`config.mk`:
```
export PLATFORM = sky130hd
export DESIGN_NAME = serial_add_ctrl
export DESIGN_NICKNAME = d
export VERILOG_FILES = /design/src/rtl/serial_adder_pkg.sv /design/src/rtl/full_adder_bit.sv /design/src/rtl/serial_add_ctrl.sv
export SDC_FILE = /design/constraint.sdc
export NUM_CORES = 1
export LEC_CHECK = 0
export ABC_AREA = 1
export CAP_MARGIN = 10
export CORE_AREA = 2 2 39 41
export DETAILED_ROUTE_END_ITERATION = 6
export DIE_AREA = 0 0 41 43
export PLACE_DENSITY_LB_ADDON = 0.15
export SYNTH_ARGS = -nofsm -noshare
export SYNTH_HDL_FRONTEND = slang
export SYNTH_HIERARCHICAL = 1
export SYNTH_SLANG_ARGS = --single-unit
```
`constraint.sdc`:
```
create_clock -name CLK -period 2.45 [get_ports CLK]
set_input_delay 0.735 -clock CLK [delete_from_list [all_inputs] [get_ports CLK]]
set_output_delay 0.735 -clock CLK [all_outputs]
set_load 0.02 [all_outputs]
```
`src/rtl/serial_adder_pkg.sv`:
```
// Shared definitions for the serial adder: FSM state encodings and the
// default operand width used by the controller, operand registers and bench.
package serial_adder_pkg;

  localparam int unsigned SIZE_DEFAULT = 8;

  typedef enum logic [1:0] {
    IDLE = 2'd0,
    LOAD = 2'd1,
    ADD  = 2'd2,
    FIN  = 2'd3
  } state_e;

  function automatic logic majority(input logic a, input logic b, input logic c);
    return (a & b) | (a & c) | (b & c);
  endfunction

endpackage

```
`src/rtl/full_adder_bit.sv`:
```
// Combinational 1-bit full adder used as the arithmetic core of the serial adder.
module full_adder_bit
  import serial_adder_pkg::*;
(
  input  logic i_a,
  input  logic i_b,
  input  logic i_cin,
  output logic o_s,
  output logic o_cout
);

  assign o_s    = i_a ^ i_b ^ i_cin;
  assign o_cout = majority(i_a, i_b, i_cin);

endmodule

```
`src/rtl/serial_add_ctrl.sv`:
```
// Sequencer and bit-serial arithmetic for the serial adder: loads the operand
// shift registers, adds/subtracts one bit per cycle and reports carry/overflow.
//
// Handshake: START is a request sampled only in IDLE (no ready signal; requests
// in other states are dropped). DONE is a one-cycle completion pulse carrying
// valid COUT/OVF, which then hold until the next operation's LOAD cycle.
module serial_add_ctrl
  import serial_adder_pkg::*;
#(
  parameter int unsigned SIZE = SIZE_DEFAULT
) (
  input  logic   CLK,
  input  logic   RST,
  input  logic   START,
  input  logic   SUB,
  input  logic   A_LSB,
  input  logic   B_LSB,
  output logic   SR_EN,
  output logic   SR_LOAD,
  output logic   SUM_BIT,
  output logic   BUSY,
  output logic   DONE,
  output logic   COUT,
  output logic   OVF,
  output state_e o_dbg_state
);

  localparam int unsigned CNT_W = $clog2(SIZE);
  localparam logic [CNT_W-1:0] CNT_LAST = CNT_W'(SIZE - 1);

  state_e           r_state;
  logic [CNT_W-1:0] r_count;
  logic             r_carry;
  logic             r_sub;
  logic             r_cout;
  logic             r_ovf;

  logic w_b;
  logic w_sum;
  logic w_carry_next;

  // Subtraction is A + ~B + 1: invert B here, the +1 comes from the carry preset in LOAD.
  assign w_b = B_LSB ^ r_sub;

  full_adder_bit u_fa (
    .i_a    (A_LSB),
    .i_b    (w_b),
    .i_cin  (r_carry),
    .o_s    (w_sum),
    .o_cout (w_carry_next)
  );

  always_ff @(posedge CLK or negedge RST) begin
    if (!RST) begin
      r_state <= IDLE;
      r_count <= '0;
      r_carry <= 1'b0;
      r_sub   <= 1'b0;
      r_cout  <= 1'b0;
      r_ovf   <= 1'b0;
    end else begin
      case (r_state)
        IDLE: begin
          if (START) begin
            r_sub   <= SUB;
            r_state <= LOAD;
          end
        end
        LOAD: begin
          r_carry <= r_sub;
          r_count <= '0;
          r_cout  <= 1'b0;
          r_ovf   <= 1'b0;
          r_state <= ADD;
        end
        ADD: begin
          r_carry <= w_carry_next;
          r_count <= r_count + CNT_W'(1);
          // MSB cycle: overflow is carry into the sign bit differing from carry out of it.
          if (r_count == CNT_LAST) begin
            r_cout  <= w_carry_next;
            r_ovf   <= r_carry ^ w_carry_next;
            r_state <= FIN;
          end
        end
        FIN: begin
          r_state <= IDLE;
        end
        default: begin
          r_state <= IDLE;
        end
      endcase
    end
  end

  assign SR_EN       = (r_state == LOAD) || (r_state == ADD);
  assign SR_LOAD     = (r_state == LOAD);
  assign BUSY        = (r_state == LOAD) || (r_state == ADD);
  assign DONE        = (r_state == FIN);
  assign SUM_BIT     = (r_state == ADD) && w_sum;
  assign COUT        = r_cout;
  assign OVF         = r_ovf;
  assign o_dbg_state = r_state;

endmodule

```
# Word level (Yosys, flattened, before mapping)
# Cells that the tools add are included.
[op_classes]
n_reduce_logical = 7
n_eq_ne = 6
bitwise_logic = 9
muxes = 9
add_sub_neg = 1
[ops]
columns = ["cell", "n"]
rows = [
  ["$pmux W2 S4", 1],
  ["$pmux W1 S2", 3],
  ["$pmux W3 S2", 1],
  ["$reduce_and A2 Y1", 3],
  ["$eq A2 B2 Y1 const B", 2],
  ["$mux W2", 2],
  ["$ne A2 B2 Y1 const B", 2],
  ["$xor A1 B1 Y1", 4],
  ["$add A3 B1 Y3 const B", 1],
  ["$and A1 B1 Y1", 3],
  ["$eq A3 B3 Y1 const B", 1],
  ["$eq A2 B1 Y1 const B", 1],
  ["$logic_not A2 Y1", 1],
  ["$mux W1", 2],
  ["$or A1 B1 Y1", 2],
  ["$reduce_bool A2 Y1", 1],
  ["$logic_and A1 B1 Y1", 1],
  ["$logic_or A1 B1 Y1", 1],
]
[totals]
in_bits = 6
wordCells = 38
reg_bits = 9
output_inout_bits = 9

# Depth between registers and ports, before layout
# Gate-level depths: netlist (run 1).
[logic_depth]
depth_word = 7
mapped_depth = 8
depth_no_buf = 7

# Modules after synthesis
# The synthesis (run 1) kept the hierarchy.
[by_module_without_submodules]
columns = ["mod", "seq_area_each_um2", "area_each_um2", "n_inst", "cells_per_inst"]
rows = [
  ["serial_add_ctrl", 225.2, 554.3, 1, 68],
  ["full_adder_bit", 0.0, 20.0, 1, 1],
]

# Least setup slack after synthesis (run 1)
# No wires, ideal clock.
[synth_timing]
path_kind = "input -> output"
start = "in B_LSB"
end = "out SUM_BIT"
slack_ns = 0.154
path_buffers = 0
cell_stages = 4
arrival_ns = 1.561
required_time_ns = 1.715
cell_sequence = "xor2_1 > fa_1 > nand2_1 > inv_1"
[synth_between]
elab_chain_len = 4
[synth_lines]
columns = ["element", "line", "text"]
rows = [
  ["from (decl)", "serial_add_ctrl.sv:17", "input logic B_LSB,"],
  ["$xor A1 B1 Y1", "serial_add_ctrl.sv:43", "assign w_b = B_LSB ^ r_sub;"],
  ["$xor A1 B1 Y1 (2 in a row)", "full_adder_bit.sv:12", "assign o_s = i_a ^ i_b ^ i_cin;"],
  ["named net w_sum", "serial_add_ctrl.sv:39", "logic w_sum;"],
  ["$logic_and A1 B1 Y1", "serial_add_ctrl.sv:100", "assign SUM_BIT = (r_state == ADD) && w_sum;"],
  ["to (decl)", "serial_add_ctrl.sv:20", "output logic SUM_BIT,"],
]
# The timed path passes the listed nets, and every way through them passes these cells.

# Worst setup path after layout (run 1)
[layout_timing]
start = "in B_LSB"
end = "out SUM_BIT"
[layout_between]
elab_chain_len = 4
[layout_lines]
columns = ["element", "line", "text"]
rows = [
  ["$xor A1 B1 Y1", "serial_add_ctrl.sv:43", ""],
  ["named net w_b", "serial_add_ctrl.sv:38", "logic w_b;"],
  ["$xor A1 B1 Y1 (2 in a row)", "full_adder_bit.sv:12", ""],
  ["named net w_sum", "serial_add_ctrl.sv:39", ""],
  ["$logic_and A1 B1 Y1", "serial_add_ctrl.sv:100", ""],
]
# The timed path passes the listed nets, and every way through them passes these cells.

==> results of run 1 <==
[state kept, by name, summed over array words and instances (netlist names)]
name / count
COUT: 1
OVF: 1
o_dbg_state: 2
r_carry: 1
r_count: 3
r_sub: 1
[kinds of logic after synthesis]
group | after synthesis | synth area share (%)
and+or+nand+nor | 37 | 30.1
buffers and inverters | 13 | 10.9
DFF | 9 | 39.2
adders and majority gates | 7 | 16.6
AOI/OAI and AO/OA | 2 | 1.74
xor gates and xnor gates | 1 | 1.53
[metal layers]
layer  vias to the layer above  global-route usage [%]  routed length, um
li1                        251                       -                  -
met1                       206                    17.7                435
met2                        11                    20.3                520
met3                         2                    7.85                 73
met4                         0                    4.00                  8
met5                         -                       0                  0
[power by group]
part	leakage, nW	switching [W]	internal, W
clock	0.0150	0.0000484	0.0000625
combinational	0.309	0.000364	0.000289
sequential	0.118	0.0000464	0.000197
total	0.442	0.000458	0.000549
[cell usage in the layout (no fill, tap or decap), types with 2 or more instances in the layout]
cell	n
nand2_1	23
dfrtp_1	9
clkdlybuf4s50_1	9
nand3_1	8
inv_1	6
ha_1	6
inv_2	4
nand2_2	4
clkbuf_4	3
buf_4	3
o21ai_1	2
buf_6	2
dlymetal6s2s_1	2
[path summary, 6_finish.rpt]
check,from,end,slack [ns],depth (start not counted)
setup / recovery,B_LSB,SUM_BIT,-0.01,6
hold / removal,r_count[0],r_count[0],0.49,1
setup reg to reg,r_sub,OVF,1.05,6
hold reg to reg,r_count[0],r_count[0],0.49,1
max in group asynchronous,RST,o_dbg_state[0],1.38,1
min in group asynchronous,RST,r_sub,0.78,1
[cells in the mapped netlist]
cell	count	area [sq um]
fa_1	1	20.0
ha_1	6	75.1
nand2_4	1	11.3
buf_4	1	7.51
buf_6	1	11.3
nand3_1	8	40.0
nand3_2	1	10.0
inv_1	6	22.5
xor2_1	1	8.76
dfrtp_1	9	225
o21ai_1	2	10.0
nand2_1	23	86.3
inv_2	4	15.0
nand2_2	4	25.0
inv_4	1	6.26
[per-stage QoR]
| stage | area (sq um) | utilization [%] |
|---|---|---|
| 2_1_floorplan | 574 | - |
| 3_3_place_gp | 738 | 53.3 |
| 3_5_place_dp | 738 | 53.3 |
| 4_1_cts | 773 | 55.9 |
| 5_1_grt | 779 | 56.3 |
| 6_report | 779 | 56.3 |
[area by class of cell]
cell class	instances	area (sq um)	share of cell area, %
Multi-Input combinational cell	47	294	37.7
Clock buffer	4	26.3	3.37
Timing Repair Buffer	17	170	21.8
Inverter	11	43.8	5.62
Sequential cell	9	225	28.9
Tap cell	16	20.0	2.57
[what timing repair did]
| action | CTS | global route |
|---|---|---|
| endpoints found under the setup margin | 1 | 3 |
| hold buffers | 0 | 0 |
| resized for setup | 13 | 3 |
| pin swaps | 3 | 1 |
[critical path, delay by kind of cell]
family	cells	cell delay (ns)
fa+ha+maj	1	0.51
simple gates	1	0.05
buf+inv	3	0.27
xor+xnor	1	0.17
==> results.yml, run 1 <==
layout:
  stdcell_count: 104
  final_nets: 102
  n_antenna_cell: 0
  nFillCells: 141
  syn2layout_area_growth_pct: 35.7
  drive_gt1_share_pct: 22.7
cts:
  path_clk_slew_ns: 0.06
  cts_sinks: 9
  htree_levels: 1
  cts_tree: "built"
  numCtsBuffers: 3
  clockBufferDepth: 2
  cts_setup_buffers: 0
  worstSkewPairLatency_ns: 0.26
  cts-root-buf: "clkbuf_4"
setup_path:
  cp-start-kind: "primary input"
  critical_path_class: "in2out"
  path_cells: "buf_6 > xor2_2 > fa_1 > nand2_1 > inv_1 > buf_6"
  cp_common_cell: "buf_6"
  slowest_stage: "fa_1"
  worstPathArrival_ns: 1.73
  crit_fanout: 1
  end_kind: "primary output"
  max_stage_delay_ns: 0.51
  critical_path_required_ns: 1.71
timing:
  setup_viol: 1
  slew_headroom_pct: 72.3
  tightest_slew_ns: 0.415
  final_max_slew_viol_count: 0
  hold_viol: 0
  post-route-min-period_ns: 2.46
  fin_ws_ns: -0.0121
  post-route-period-util_pct: 100
  worst_hold_slack_ns: 0.491
  fin_skew_ns: 0.00249
  fin_setup_tns_ns: -0.0121
  rsz0062_at_grt: "yes"
  clock.fmax_mhz: 406
synthesis:
  synth.distinct_cells: 15
  synth-seq-cells: 9
  ys_seq_area_share_pct: 39.2
  syn_area_sq_um: 574
  ys.warnings.count: 6
  synth_nets: 82
  syn_area_per_cell_sq_um: 8.32
  synthCells: 69
die:
  die_w_um: 41
  core-area_sq_um: 1380
  start_util_pct: 41.5
  num_rows: 14
  die_h_um: 43
  die_area_sq_um: 1760
  io_pins: 15
power_and_ir_drop:
  power_w: 0.00101
  ir_worst_vdd_mv: 0.891
  p_leak_nw: 0.442
  powerDensity_nw_per_um2: 1290
place:
  pre_cts_ws_ns: -0.815
  place_hpwl_um: 845
  dp.cells: 100
  gp_congestion: 0.672
  portBuffers: 14
detailed_routing:
  wl_per_cell_um: 9.97
  via_per_inst: 4.52
  drt_wl_total_um: 1040
  antenna_left: 0
  drc: 0
  first_pass_iters: 2
  vias: 470
  drt_iter0_markers: 4
grt:
  grt_pass1_vias: 400
  grt_antenna_before_repair: 0
  grt_pass1_wl_um: 1650
  overflow: 0
  grtUsageTotal_pct: 14.1
  grt_max_degree: 10
run_status:
  status: "finished, violations left"
  failed_checks: "setup timing"
hold_path:
  hold_path.class: "reg2reg"
run:
  drv_cap: 0
(Power assumes the default switching activity.)
==> inputs of run 2 (changes only) <==
--- a/config.mk
+++ b/config.mk
@@ -15,3 +15,4 @@
 export SYNTH_HDL_FRONTEND = slang
 export SYNTH_HIERARCHICAL = 1
 export SYNTH_SLANG_ARGS = --single-unit
+export TNS_END_PERCENT = 30
==> results of run 2 <==
No change in the layout: final DEF, timing and power equal those of run 1.
